[config.mk]
export PLATFORM = sky130hd
export DESIGN_NAME = junction_scheduler
export DESIGN_NICKNAME = d
export VERILOG_FILES = /design/src/rtl/junction_pkg.sv /design/src/rtl/junction_phase_timer.sv /design/src/rtl/junction_scheduler.sv
export SDC_FILE = /design/constraint.sdc
export NUM_CORES = 1
export LEC_CHECK = 0
export ABC_CLOCK_PERIOD_IN_PS = 2470
export BUFFER_PORTS_ARGS = -buffer_cell sky130_fd_sc_hd__buf_4
export CORE_MARGIN = 3
export CORE_UTILIZATION = 25
export CTS_BUF_LIST = sky130_fd_sc_hd__clkbuf_4 sky130_fd_sc_hd__clkbuf_8
export DETAILED_ROUTE_END_ITERATION = 7
export PLACE_DENSITY = 0.46
export SLEW_MARGIN = 20
export SYNTH_ARGS = -nofsm -noshare
export SYNTH_HDL_FRONTEND = slang
export SYNTH_SLANG_ARGS = --single-unit
[constraint.sdc]
create_clock -name clk -period 2.47 [get_ports clk]
set_clock_uncertainty 0.1 [all_clocks]
set_input_delay 0.247 -clock clk [delete_from_list [all_inputs] [get_ports clk]]
set_output_delay 0.247 -clock clk [all_outputs]
set_load 0.02 [all_outputs]
[src/rtl/junction_pkg.sv]
// junction_pkg: road encodings, phase states and duration width shared by the junction controller.
package junction_pkg;
  localparam logic [1:0] ROAD_N = 2'd0;
  localparam logic [1:0] ROAD_E = 2'd1;
  localparam logic [1:0] ROAD_S = 2'd2;
  localparam logic [1:0] ROAD_W = 2'd3;
  localparam int DUR_W = 9;
  typedef enum logic [1:0] {ALL_RED, GREEN, YELLOW} state_t;
  function automatic logic [3:0] onehot(input logic [1:0] road);
    return 4'b0001 << road;
  endfunction
endpackage

[src/rtl/junction_phase_timer.sv]
// phase_timer: 8-bit tick-enabled down-counter, load wins over decrement, done on the last tick.
module phase_timer #(
  parameter logic [7:0] RST_VAL = 8'd2
) (
  input  logic       clk,
  input  logic       reset,
  input  logic       i_tick,
  input  logic       i_load,
  input  logic [7:0] i_val,
  output logic       o_done
);
  logic [7:0] r_count;
  assign o_done = i_tick && r_count == 8'd1;
  always_ff @(posedge clk) begin
    if (reset) r_count <= RST_VAL;
    else if (i_load) r_count <= i_val;
    else if (i_tick) r_count <= r_count - 8'd1;
  end
endmodule

[src/rtl/junction_scheduler.sv]
// junction_scheduler: round-robin four-way phase controller; JUNCTION_SKIP_EMPTY_EN skips roads below MIN_DEMAND.
module junction_scheduler
  import junction_pkg::*;
#(
  parameter int MIN_GREEN    = 4,
  parameter int MAX_GREEN    = 40,
  parameter int GREEN_SHIFT  = 2,
  parameter int YELLOW_TICKS = 3,
  parameter int ALLRED_TICKS = 2
`ifdef JUNCTION_SKIP_EMPTY_EN
  ,parameter int MIN_DEMAND  = 1
`endif
) (
  input  logic       clk,
  input  logic       reset,
  input  logic       tick,
  input  logic [7:0] avg_n,
  input  logic [7:0] avg_e,
  input  logic [7:0] avg_s,
  input  logic [7:0] avg_w,
  output logic [1:0] next_road,
  output logic [1:0] cur_road,
  output logic [3:0] green,
  output logic [3:0] yellow,
  output logic [3:0] red,
  output logic       phase_start
);
  state_t           r_state;
  logic [1:0]       r_road, r_next;
  logic [3:0]       r_green, r_yellow, r_red;
  logic             r_ps;
  logic             w_done;
  logic [7:0]       w_avg [4];
  logic [DUR_W-1:0] w_sum;
  logic [7:0]       w_dur, w_val;
  logic [1:0]       w_succ;
  always_comb begin
    w_avg = '{avg_n, avg_e, avg_s, avg_w};
    w_sum = DUR_W'(MIN_GREEN) + DUR_W'(w_avg[r_next] >> GREEN_SHIFT);
    w_dur = (w_sum > DUR_W'(MAX_GREEN)) ? 8'(MAX_GREEN) : w_sum[7:0];
    w_val = r_state == ALL_RED ? w_dur : r_state == GREEN ? 8'(YELLOW_TICKS) : 8'(ALLRED_TICKS);
    w_succ = r_road + 2'd1;
`ifdef JUNCTION_SKIP_EMPTY_EN
    // Scan from farthest to nearest so the nearest qualifying road is the one left standing.
    for (int k = 4; k >= 1; k--)
      if (w_avg[r_road + 2'(k)] >= 8'(MIN_DEMAND)) w_succ = r_road + 2'(k);
`endif
  end
  phase_timer #(.RST_VAL(8'(ALLRED_TICKS))) u_timer (
    .clk    (clk),
    .reset  (reset),
    .i_tick (tick),
    .i_load (w_done),
    .i_val  (w_val),
    .o_done (w_done)
  );
  always_ff @(posedge clk) begin
    if (reset) begin
      r_state  <= ALL_RED;
      r_road   <= ROAD_W;
      r_next   <= ROAD_N;
      r_green  <= 4'd0;
      r_yellow <= 4'd0;
      r_red    <= 4'hF;
      r_ps     <= 1'b0;
    end else begin
      r_ps <= w_done && r_state == ALL_RED;
      if (w_done) begin
        r_state  <= r_state == ALL_RED ? GREEN : r_state == GREEN ? YELLOW : ALL_RED;
        r_road   <= r_state == ALL_RED ? r_next : r_road;
        r_next   <= r_state == YELLOW ? w_succ : r_next;
        r_green  <= r_state == ALL_RED ? onehot(r_next) : 4'd0;
        r_yellow <= r_state == GREEN ? onehot(r_road) : 4'd0;
        r_red    <= r_state == ALL_RED ? ~onehot(r_next) : r_state == GREEN ? ~onehot(r_road) : 4'hF;
      end
    end
  end
  assign next_road   = r_next;
  assign cur_road    = r_road;
  assign green       = r_green;
  assign yellow      = r_yellow;
  assign red         = r_red;
  assign phase_start = r_ps;
endmodule

==> impl_metrics.json, run 1 <==
{
  "outcome": "completed",
  "hold_viol": 0,
  "maxSlewHeadroom_pct": 67.0,
  "p_leak_nw": 0.854,
  "max_freq_mhz": 434,
  "post_cts_resized": 0,
  "finalPower_uw": 889,
  "crit_arrival_ns": 2.37,
  "rows": 28,
  "wl_per_cell_um": 13.8,
  "min_path_cells": 2,
  "cts_max_level": 1,
  "cts.clk_slew.worst_paths_ns": 0.10,
  "drc": 0,
  "clkPwrFrac_pct": 30.1,
  "syn-num-nets": 227,
  "grt_pass1_vias": 1454,
  "clock_sinks": 27,
  "first_pass_iters": 4,
  "ios": 52,
  "cts_root_buf": "clkbuf_8",
  "reg2reg_depth": 6,
  "criticalPathCategory": "reg -> reg",
  "synth_edf_count": 0,
  "critPathMaxFanout": 5,
  "grt_use_total_pct": 11.3,
  "netlist_area_mm2": 0.00161,
  "grt-ovfl-total": 0,
  "core-area_mm2": 0.00606,
  "areaGrowthSynthToFinish_pct": 28.5,
  "end_kind": "register",
  "top_layer": "met4",
  "synth-seq-cells": 27,
  "detail_route.vias_per_cell": 4.85,
  "seq_area_frac_synth_pct": 33.6,
  "dieWidth_um": 86.2,
  "reg2reg_to": "u_timer.r_count[2]$_SDFFE_PP0P_",
  "syn_area_per_cell_um2": 8.74,
  "worstHoldStart": "reset",
  "numPortBuffers": 43,
  "slew_violations": 0,
  "rsz0062_at_grt": "false",
  "rrSetupSlack_ns": 0.17,
  "place_hpwl_um": 3150,
  "cts_inserted_buffers": 3,
  "cts_buffer_depth": 2,
  "final_nets": 269,
  "drive_above_1_share_pct": 28.4,
  "grt_pass1_wl_um": 6820,
  "max-vdd-ir-drop_uv": 325,
  "cts_setup_buffers": 0,
  "antenna_found_initial": 0,
  "diodes": 0,
  "power.switching_uw": 232,
  "synth_top_area_cell": "dfxtp_1",
  "insertion_delay_ns": 0.27,
  "synth_async_sr_flop_share_pct": 0,
  "start_util_pct": 26.5,
  "place_congestion": 0.752,
  "cts_tree": "yes",
  "final-seq-area_um2": 541,
  "worstSetupStartpointType": "register",
  "min_period_ns": 2.30,
  "power_frac_comb_pct": 17.2,
  "drt-initial-drc-count": 47,
  "final_antenna_net_count": 0,
  "tns_ns": 0,
  "met2_wirelength_um": 2030,
  "fillCellCount": 641,
  "ys.flop_type": "dfxtp_1",
  "dr_total_vias": 1454,
  "die-area_mm2": 0.00743,
  "multi_input_area_um2": 981,
  "synthTopCellsByArea": "dfxtp_1 (34%), a21oi_1 (7.2%), ha_1 (6.2%)",
  "routed-wl-met3_um": 150,
  "p_sw_share_pct": 26.1,
  "worstPathRequired_ns": 2.53,
  "grt_max_degree": 29,
  "ys_types": 46,
  "power_density_mw_per_mm2": 430,
  "final-setup-viol-count": 0,
  "wl_um": 4130,
  "final.period_utilization_pct": 93.3,
  "postSynthCellCount": 184,
  "cts_hold_buf": 0,
  "power.internal_uw": 657,
  "drv_cap": 0,
  "min_to": "next_road[0]$_SDFFE_PP0P_",
  "wirelength_met1_um": 1930,
  "die_h_um": 86.2,
  "regToRegStartpoint": "next_road[0]$_SDFFE_PP0P_",
  "hp-class": "in -> reg",
  "ys.warnings.count": 0,
  "timing.hold.ws_ns": 0.232,
  "tightest_slew_ns": 0.493,
  "synth_top_area_share_pct": 33.6,
  "pwr-share-seq_pct": 52.7
}
placed cells by master (no fill, tap or decap), types with 2 or more instances in the layout:
cell type   n
ha_1        8
nor4b_4     2
nand2_1    13
buf_4      50
nor3_1     10
or4_1       4
nand3_1     6
a21oi_1    23
dfxtp_1    27
a211oi_1    2
clkbuf_8    3
inv_1       6
o21bai_1    3
mux4_2      4
nand2b_1    3
mux2_1      3
nor2_1     15
o22ai_1     2
mux2i_1     8
o21ai_1     4
or3_1       3
nand4b_1    2
a311o_1     2
cell families after synthesis:
family / Yosys count / synth area share, %
muxes: 15 / 12.7
adders and majority gates: 8 / 6.23
AOI/OAI and AO/OA: 43 / 16.3
and+or+nand+nor: 69 / 24.8
xor gates and xnor gates: 2 / 1.09
buffers and inverters: 20 / 5.37
DFF: 27 / 33.6
per-layer routing:
layer | vias up | global-route usage, %
li1 | 752 | -
met1 | 675 | 14.4
met2 | 25 | 20.1
met3 | 2 | 2.47
met4 | 0 | 1.27
met5 | - | 0
Yosys cell counts (2+ instances only):
cell      instances
a21oi_1          23
a211oi_1          2
buf_2             3
clkbuf_1          8
or4_1             4
nor4b_4           2
inv_1             6
nor3_1           10
nor2_1           15
nand3_1           6
ha_1              8
o21bai_1          3
mux4_2            4
nand2b_1          3
nand4b_1          2
o22ai_1           2
or3_1             3
dfxtp_1          27
mux2_1            3
nand2_1          13
o21ai_1           4
a311o_1           2
mux2i_1           8
power by group through the flow:
stage / logic [mW] / registers, mW / clock network (mW)
global placement: 0.154 / 0.479 / 0
global route: 0.171 / 0.472 / 0.294
detailed placement: 0.155 / 0.479 / 0
floorplan: 0.0933 / 0.477 / 0
CTS: 0.155 / 0.469 / 0.280
finish: 0.153 / 0.468 / 0.267
critical path, stage by stage, from the launching register on:
cell	delay [ns]
dfxtp_1	0.51
mux4_2	0.62
ha_1	0.35
a41o_1	0.21
o21a_1	0.20
o21ai_1	0.13
a21oi_1	0.08
per-stage QoR:
step           setup slack (ns)  utilization [%]  cell area [um2]  instances
2_1_floorplan             0.162                -             1610        184
3_5_place_dp              0.158             33.3             2020        296
6_report                  0.165             34.1             2070        300
4_1_cts                   0.138             34.1             2070        300
5_1_grt                  0.0517             34.1             2070        300
3_3_place_gp              0.190             33.3             2020        296
sequential cells by signal, indices dropped and copies added (netlist names):
register / count
u_timer.r_count: 8
green: 4
red: 4
yellow: 4
cur_road: 2
next_road: 2
r_state: 2
phase_start: 1
area by class of cell:
class	instances	share of cell area, %
clock buffers	4	2.36
inverters	7	1.27
multi-input cells	137	47.5
flip-flops and latches	27	26.2
well taps	75	4.54
repair buffers	50	18.2
how the worst max path moves through the flow:
stage                               from                               to  slack [ns]  depth (start not counted)
2_1_floorplan  next_road[0]$_SDFFE_PP0P_  u_timer.r_count[3]$_SDFFE_PP0P_        0.16                          7
3_3_place_gp   next_road[0]$_SDFFE_PP0P_  u_timer.r_count[4]$_SDFFE_PP0P_        0.19                          6
4_1_cts        next_road[0]$_SDFFE_PP0P_  u_timer.r_count[2]$_SDFFE_PP0P_        0.14                          6
5_1_grt        next_road[0]$_SDFFE_PP0P_  u_timer.r_count[0]$_SDFFE_PP0P_        0.05                          8
3_5_place_dp   next_road[0]$_SDFFE_PP0P_  u_timer.r_count[2]$_SDFFE_PP0P_        0.16                          6
6_report       next_road[0]$_SDFFE_PP0P_  u_timer.r_count[2]$_SDFFE_PP0P_        0.17                          6
Power figures use the tool's default switching activity.
==> inputs of run 2 (changes only) <==
- RECOVER_POWER: not set -> 100
==> impl_metrics.json, run 2 (synthesized netlist as in run 1, its figures left out) <==
{
  "drc": 0,
  "cts_root_buf": "clkbuf_8",
  "cts_hold_buf": 0,
  "dieWidth_um": 86.2,
  "hold_viol": 0,
  "cts_tree": "yes",
  "final_antenna_net_count": 0,
  "grt-ovfl-total": 0,
  "insertion_delay_ns": 0.27,
  "rrSetupSlack_ns": 0.15,
  "grt_pass1_wl_um": 6820,
  "finalPower_uw": 885,
  "wl_um": 4110,
  "tightest_slew_ns": 0.727,
  "core-area_mm2": 0.00606,
  "largest-register": "u_timer.r_count",
  "cts_buffer_depth": 2,
  "fillCellCount": 657,
  "final_core_util_pct": 32.9,
  "final.period_utilization_pct": 94.1,
  "die-area_mm2": 0.00743,
  "drt-initial-drc-count": 30,
  "worstSetupStartpointType": "register",
  "final_nets": 269,
  "maxSlewHeadroom_pct": 51.6,
  "tns_ns": 0,
  "grt_pass1_vias": 1454,
  "slew_violations": 0,
  "grt_use_total_pct": 11.3,
  "end_kind": "register",
  "cts_max_level": 1,
  "rows": 28,
  "grt_max_degree": 29,
  "die_h_um": 86.2,
  "diodes": 0,
  "first_pass_iters": 4,
  "post_cts_resized": 0,
  "drv_cap": 0,
  "crit_arrival_ns": 2.39,
  "setup_slack_ns": 0.146,
  "drive_above_1_share_pct": 20.0,
  "power_density_mw_per_mm2": 443,
  "numPortBuffers": 43,
  "instances_no_fill": 300,
  "post-place-ws_ns": 0.158,
  "place_congestion": 0.752,
  "dr_total_vias": 1459,
  "detail_route.vias_per_cell": 4.86,
  "clock_sinks": 27,
  "criticalPathCategory": "reg -> reg",
  "min_period_ns": 2.32,
  "cts_setup_buffers": 0,
  "start_util_pct": 26.5,
  "layout_common_cells": "buf_4 (32), dfxtp_1 (27), a21oi_1 (23)",
  "antenna_found_initial": 0,
  "worstPathRequired_ns": 2.53,
  "max-vdd-ir-drop_uv": 324,
  "hp-class": "in -> reg",
  "critPathMaxFanout": 5,
  "ios": 52,
  "largest_reg_flops": 8,
  "final_common_cell": "buf_4",
  "wl_per_cell_um": 13.7,
  "areaGrowthSynthToFinish_pct": 24.1,
  "cts_inserted_buffers": 3,
  "cts.clk_slew.worst_paths_ns": 0.10,
  "place_hpwl_um": 3150,
  "outcome": "completed",
  "rsz0062_at_grt": "false",
  "dp_cells": 296,
  "max_freq_mhz": 430,
  "final-setup-viol-count": 0,
  "p_leak_nw": 0.784
}
==> run 2: cell types whose count changed in the layout (fill, tap and decap cells not counted) <==
cell	previous run	this run
buf_4	50	32
clkbuf_1	0	18
o21ai_0	1	3
o21ai_1	4	2
nand2_1	13	14
nand2_2	1	0
==> run 2: path summary, 6_finish.rpt <==
path                                  start                         endpoint  cells after the start
setup / recovery  next_road[0]$_SDFFE_PP0P_  u_timer.r_count[4]$_SDFFE_PP0P_                      6
hold / removal                        reset        next_road[0]$_SDFFE_PP0P_                      2
hold reg to reg      yellow[0]$_SDFFE_PP0P_           yellow[0]$_SDFFE_PP0P_                      2
setup reg to reg  next_road[0]$_SDFFE_PP0P_  u_timer.r_count[4]$_SDFFE_PP0P_                      6
==> run 2: layout make-up <==
| cell class | instances | area (um2) | share of cell area (%) |
|---|---|---|---|
| Timing Repair Buffer | 50 | 308 | 15.4 |
| Clock buffer | 4 | 48.8 | 2.45 |
| Multi-Input combinational cell | 137 | 978 | 49.0 |
| Inverter | 7 | 26.3 | 1.32 |
| Tap cell | 75 | 93.8 | 4.70 |
| Sequential cell | 27 | 541 | 27.1 |
==> run 2: worst max-delay path: stages (launching register included) <==
cell     delay [ns]
dfxtp_1        0.50
mux4_2         0.62
ha_1           0.35
a41o_1         0.22
o21a_1         0.20
o21ai_0        0.16
a21oi_1        0.08
==> run 2: metal layers <==
metal | routed length (um) | vias up | global-route usage [%] | part of all wire, %
li1 | - | 753 | - | -
met1 | 1950 | 689 | 14.4 | 47
met2 | 2060 | 17 | 20.1 | 50
met3 | 107 | 0 | 2.47 | 2.6
met4 | 0 | 0 | 1.27 | 0
met5 | 0 | - | 0 | 0
==> run 2: report_power, final <==
group / internal, mW / switching [mW]
logic: 0.0780 / 0.0712
clock network: 0.127 / 0.141
registers: 0.450 / 0.0190
==> run 2: metrics by stage <==
step / hold WS [ns] / instance area [um2]
2_1_floorplan: 0.392 / 1610
3_3_place_gp: 0.346 / 2020
3_5_place_dp: 0.345 / 2020
4_1_cts: 0.232 / 2070
5_1_grt: 0.252 / 2000
6_report: 0.231 / 2000
==> inputs of run 3 (changes only) <==
- CAP_MARGIN: not set -> 20
- CORE_MARGIN: 3 -> not set
==> impl_metrics.json, run 3 (synthesized netlist as in run 1, its figures left out) <==
{
  "critPathMaxFanout": 6,
  "core-area_mm2": 0.00606,
  "numPortBuffers": 43,
  "min_path_cells": 2,
  "min_to": "next_road[1]$_SDFFE_PP0P_",
  "clkPwrFrac_pct": 30.8,
  "criticalPathCategory": "reg -> reg",
  "min_period_ns": 2.27,
  "grt-ovfl-total": 0,
  "fillCellCount": 672,
  "p_leak_nw": 0.782,
  "hold_viol": 0,
  "max_freq_mhz": 441,
  "first_pass_iters": 4,
  "drv_cap": 0,
  "clock_sinks": 27,
  "rrSetupSlack_ns": 0.20,
  "drc": 0,
  "detail_route.vias_per_cell": 4.82,
  "dr_total_vias": 1442,
  "drive_above_1_share_pct": 20.5,
  "outcome": "completed",
  "areaGrowthSynthToFinish_pct": 23.5,
  "ios": 52,
  "cts_root_buf": "clkbuf_8",
  "power_density_mw_per_mm2": 447,
  "final_antenna_net_count": 0,
  "tns_ns": 0,
  "hp-class": "in -> reg",
  "post-place-ws_ns": 0.279,
  "place_hpwl_um": 3030,
  "p_sw_share_pct": 26.6,
  "instances_no_fill": 299,
  "reg2reg_to": "u_timer.r_count[3]$_SDFFE_PP0P_",
  "grt_pass1_vias": 1465,
  "crit_arrival_ns": 2.37,
  "slew_violations": 0,
  "wl_um": 4100,
  "reg2reg_depth": 6,
  "cts_tree": "yes",
  "end_kind": "register",
  "cts_buffer_depth": 2,
  "grt_use_total_pct": 13.5,
  "largest-register": "u_timer.r_count",
  "final_nets": 268,
  "power.internal_uw": 652,
  "worst_path_max_delay_cell": "or3_1",
  "pwr-share-seq_pct": 52.6,
  "largest_reg_flops": 8,
  "start_util_pct": 26.5,
  "tightest_slew_ns": 0.503,
  "grt_max_degree": 29,
  "power_frac_comb_pct": 16.6,
  "dp_cells": 295,
  "cts_max_level": 1,
  "maxSlewHeadroom_pct": 66.3,
  "antenna_found_initial": 0,
  "die_h_um": 82.2,
  "final.period_utilization_pct": 91.7,
  "fin_area_mm2": 0.00199,
  "crit_chain": "ha_1 > nor4b_4 > nand2_1 > or3_1 > or3_1 > o221ai_1",
  "worstSetupStartpointType": "register",
  "drt-initial-drc-count": 37,
  "cts_hold_buf": 0,
  "crit_top_cell": "or3_1",
  "cts_inserted_buffers": 3,
  "layout_common_cells": "buf_4 (33), dfxtp_1 (27), a21oi_1 (23)",
  "final-setup-viol-count": 0,
  "worstHoldStart": "reset",
  "wl_per_cell_um": 13.7,
  "post_dp_cell_area_mm2": 0.00201,
  "rsz0062_at_grt": "false",
  "place_congestion": 0.756,
  "cts.clk_slew.worst_paths_ns": 0.10,
  "die-area_mm2": 0.00676,
  "grt_pass1_wl_um": 6960,
  "dieWidth_um": 82.2,
  "rows": 28,
  "insertion_delay_ns": 0.27,
  "worstPathRequired_ns": 2.57,
  "post_cts_resized": 0,
  "slowest_delay_ns": 0.47,
  "cts_setup_buffers": 0,
  "power.switching_uw": 236,
  "max-vdd-ir-drop_uv": 249,
  "final_common_cell": "buf_4",
  "diodes": 0,
  "regToRegStartpoint": "u_timer.r_count[0]$_SDFFE_PP0P_",
  "setup_slack_ns": 0.205
}
==> run 3: worst max path at each step <==
stage                                          startpoint                              end  slack [ns]
after floorplan                 next_road[0]$_SDFFE_PP0P_  u_timer.r_count[3]$_SDFFE_PP0P_        0.16
after global placement          next_road[0]$_SDFFE_PP0P_  u_timer.r_count[3]$_SDFFE_PP0P_        0.27
after detailed placement        next_road[0]$_SDFFE_PP0P_  u_timer.r_count[3]$_SDFFE_PP0P_        0.28
after CTS                       next_road[0]$_SDFFE_PP0P_  u_timer.r_count[3]$_SDFFE_PP0P_        0.25
after global routing      u_timer.r_count[0]$_SDFFE_PP0P_  u_timer.r_count[3]$_SDFFE_PP0P_        0.04
final                     u_timer.r_count[0]$_SDFFE_PP0P_  u_timer.r_count[3]$_SDFFE_PP0P_        0.20
==> run 3: through the flow <==
step                util (%)  total power [mW]  hold slack, ns
finish                  32.8             0.888           0.234
global route            32.8             0.937           0.250
CTS                     34.0             0.907           0.229
detailed placement      33.2             0.633           0.348
global placement        33.2             0.633           0.347
floorplan                  -             0.570           0.392
==> run 3: power by group through the flow <==
stage,clock [mW],sequential [mW],combinational (mW)
2_1_floorplan,0,0.477,0.0933
3_3_place_gp,0,0.479,0.153
3_5_place_dp,0,0.479,0.154
4_1_cts,0.284,0.469,0.155
5_1_grt,0.300,0.471,0.166
6_report,0.273,0.467,0.147
==> run 3: routing by layer <==
metal	up-vias	global-route usage, %	share of wire, %
li1	748	-	-
met1	671	17.0	48
met2	21	23.7	49
met3	2	2.86	2.7
met4	0	2.46	0.39
met5	-	0	0
==> run 3: worst max-delay path: cells and delay by family, from the launching register on <==
| kind | cells | cell delay [ns] |
|---|---|---|
| adder cells (fa/ha/maj) | 1 | 0.19 |
| AO/OA/AOI/OAI | 1 | 0.07 |
| flip-flops | 1 | 0.44 |
| AND/OR/NAND/NOR | 4 | 1.40 |
==> run 3: final cells by class <==
type                       count  area, um2  share of cell area, %
sequential                    27        541                   27.2
tap                           75       93.8                   4.73
clock buffer                   4       48.8                   2.46
inverter                       7       26.3                   1.32
multi-input combinational    137        965                   48.6
timing repair buffer          49        312                   15.7
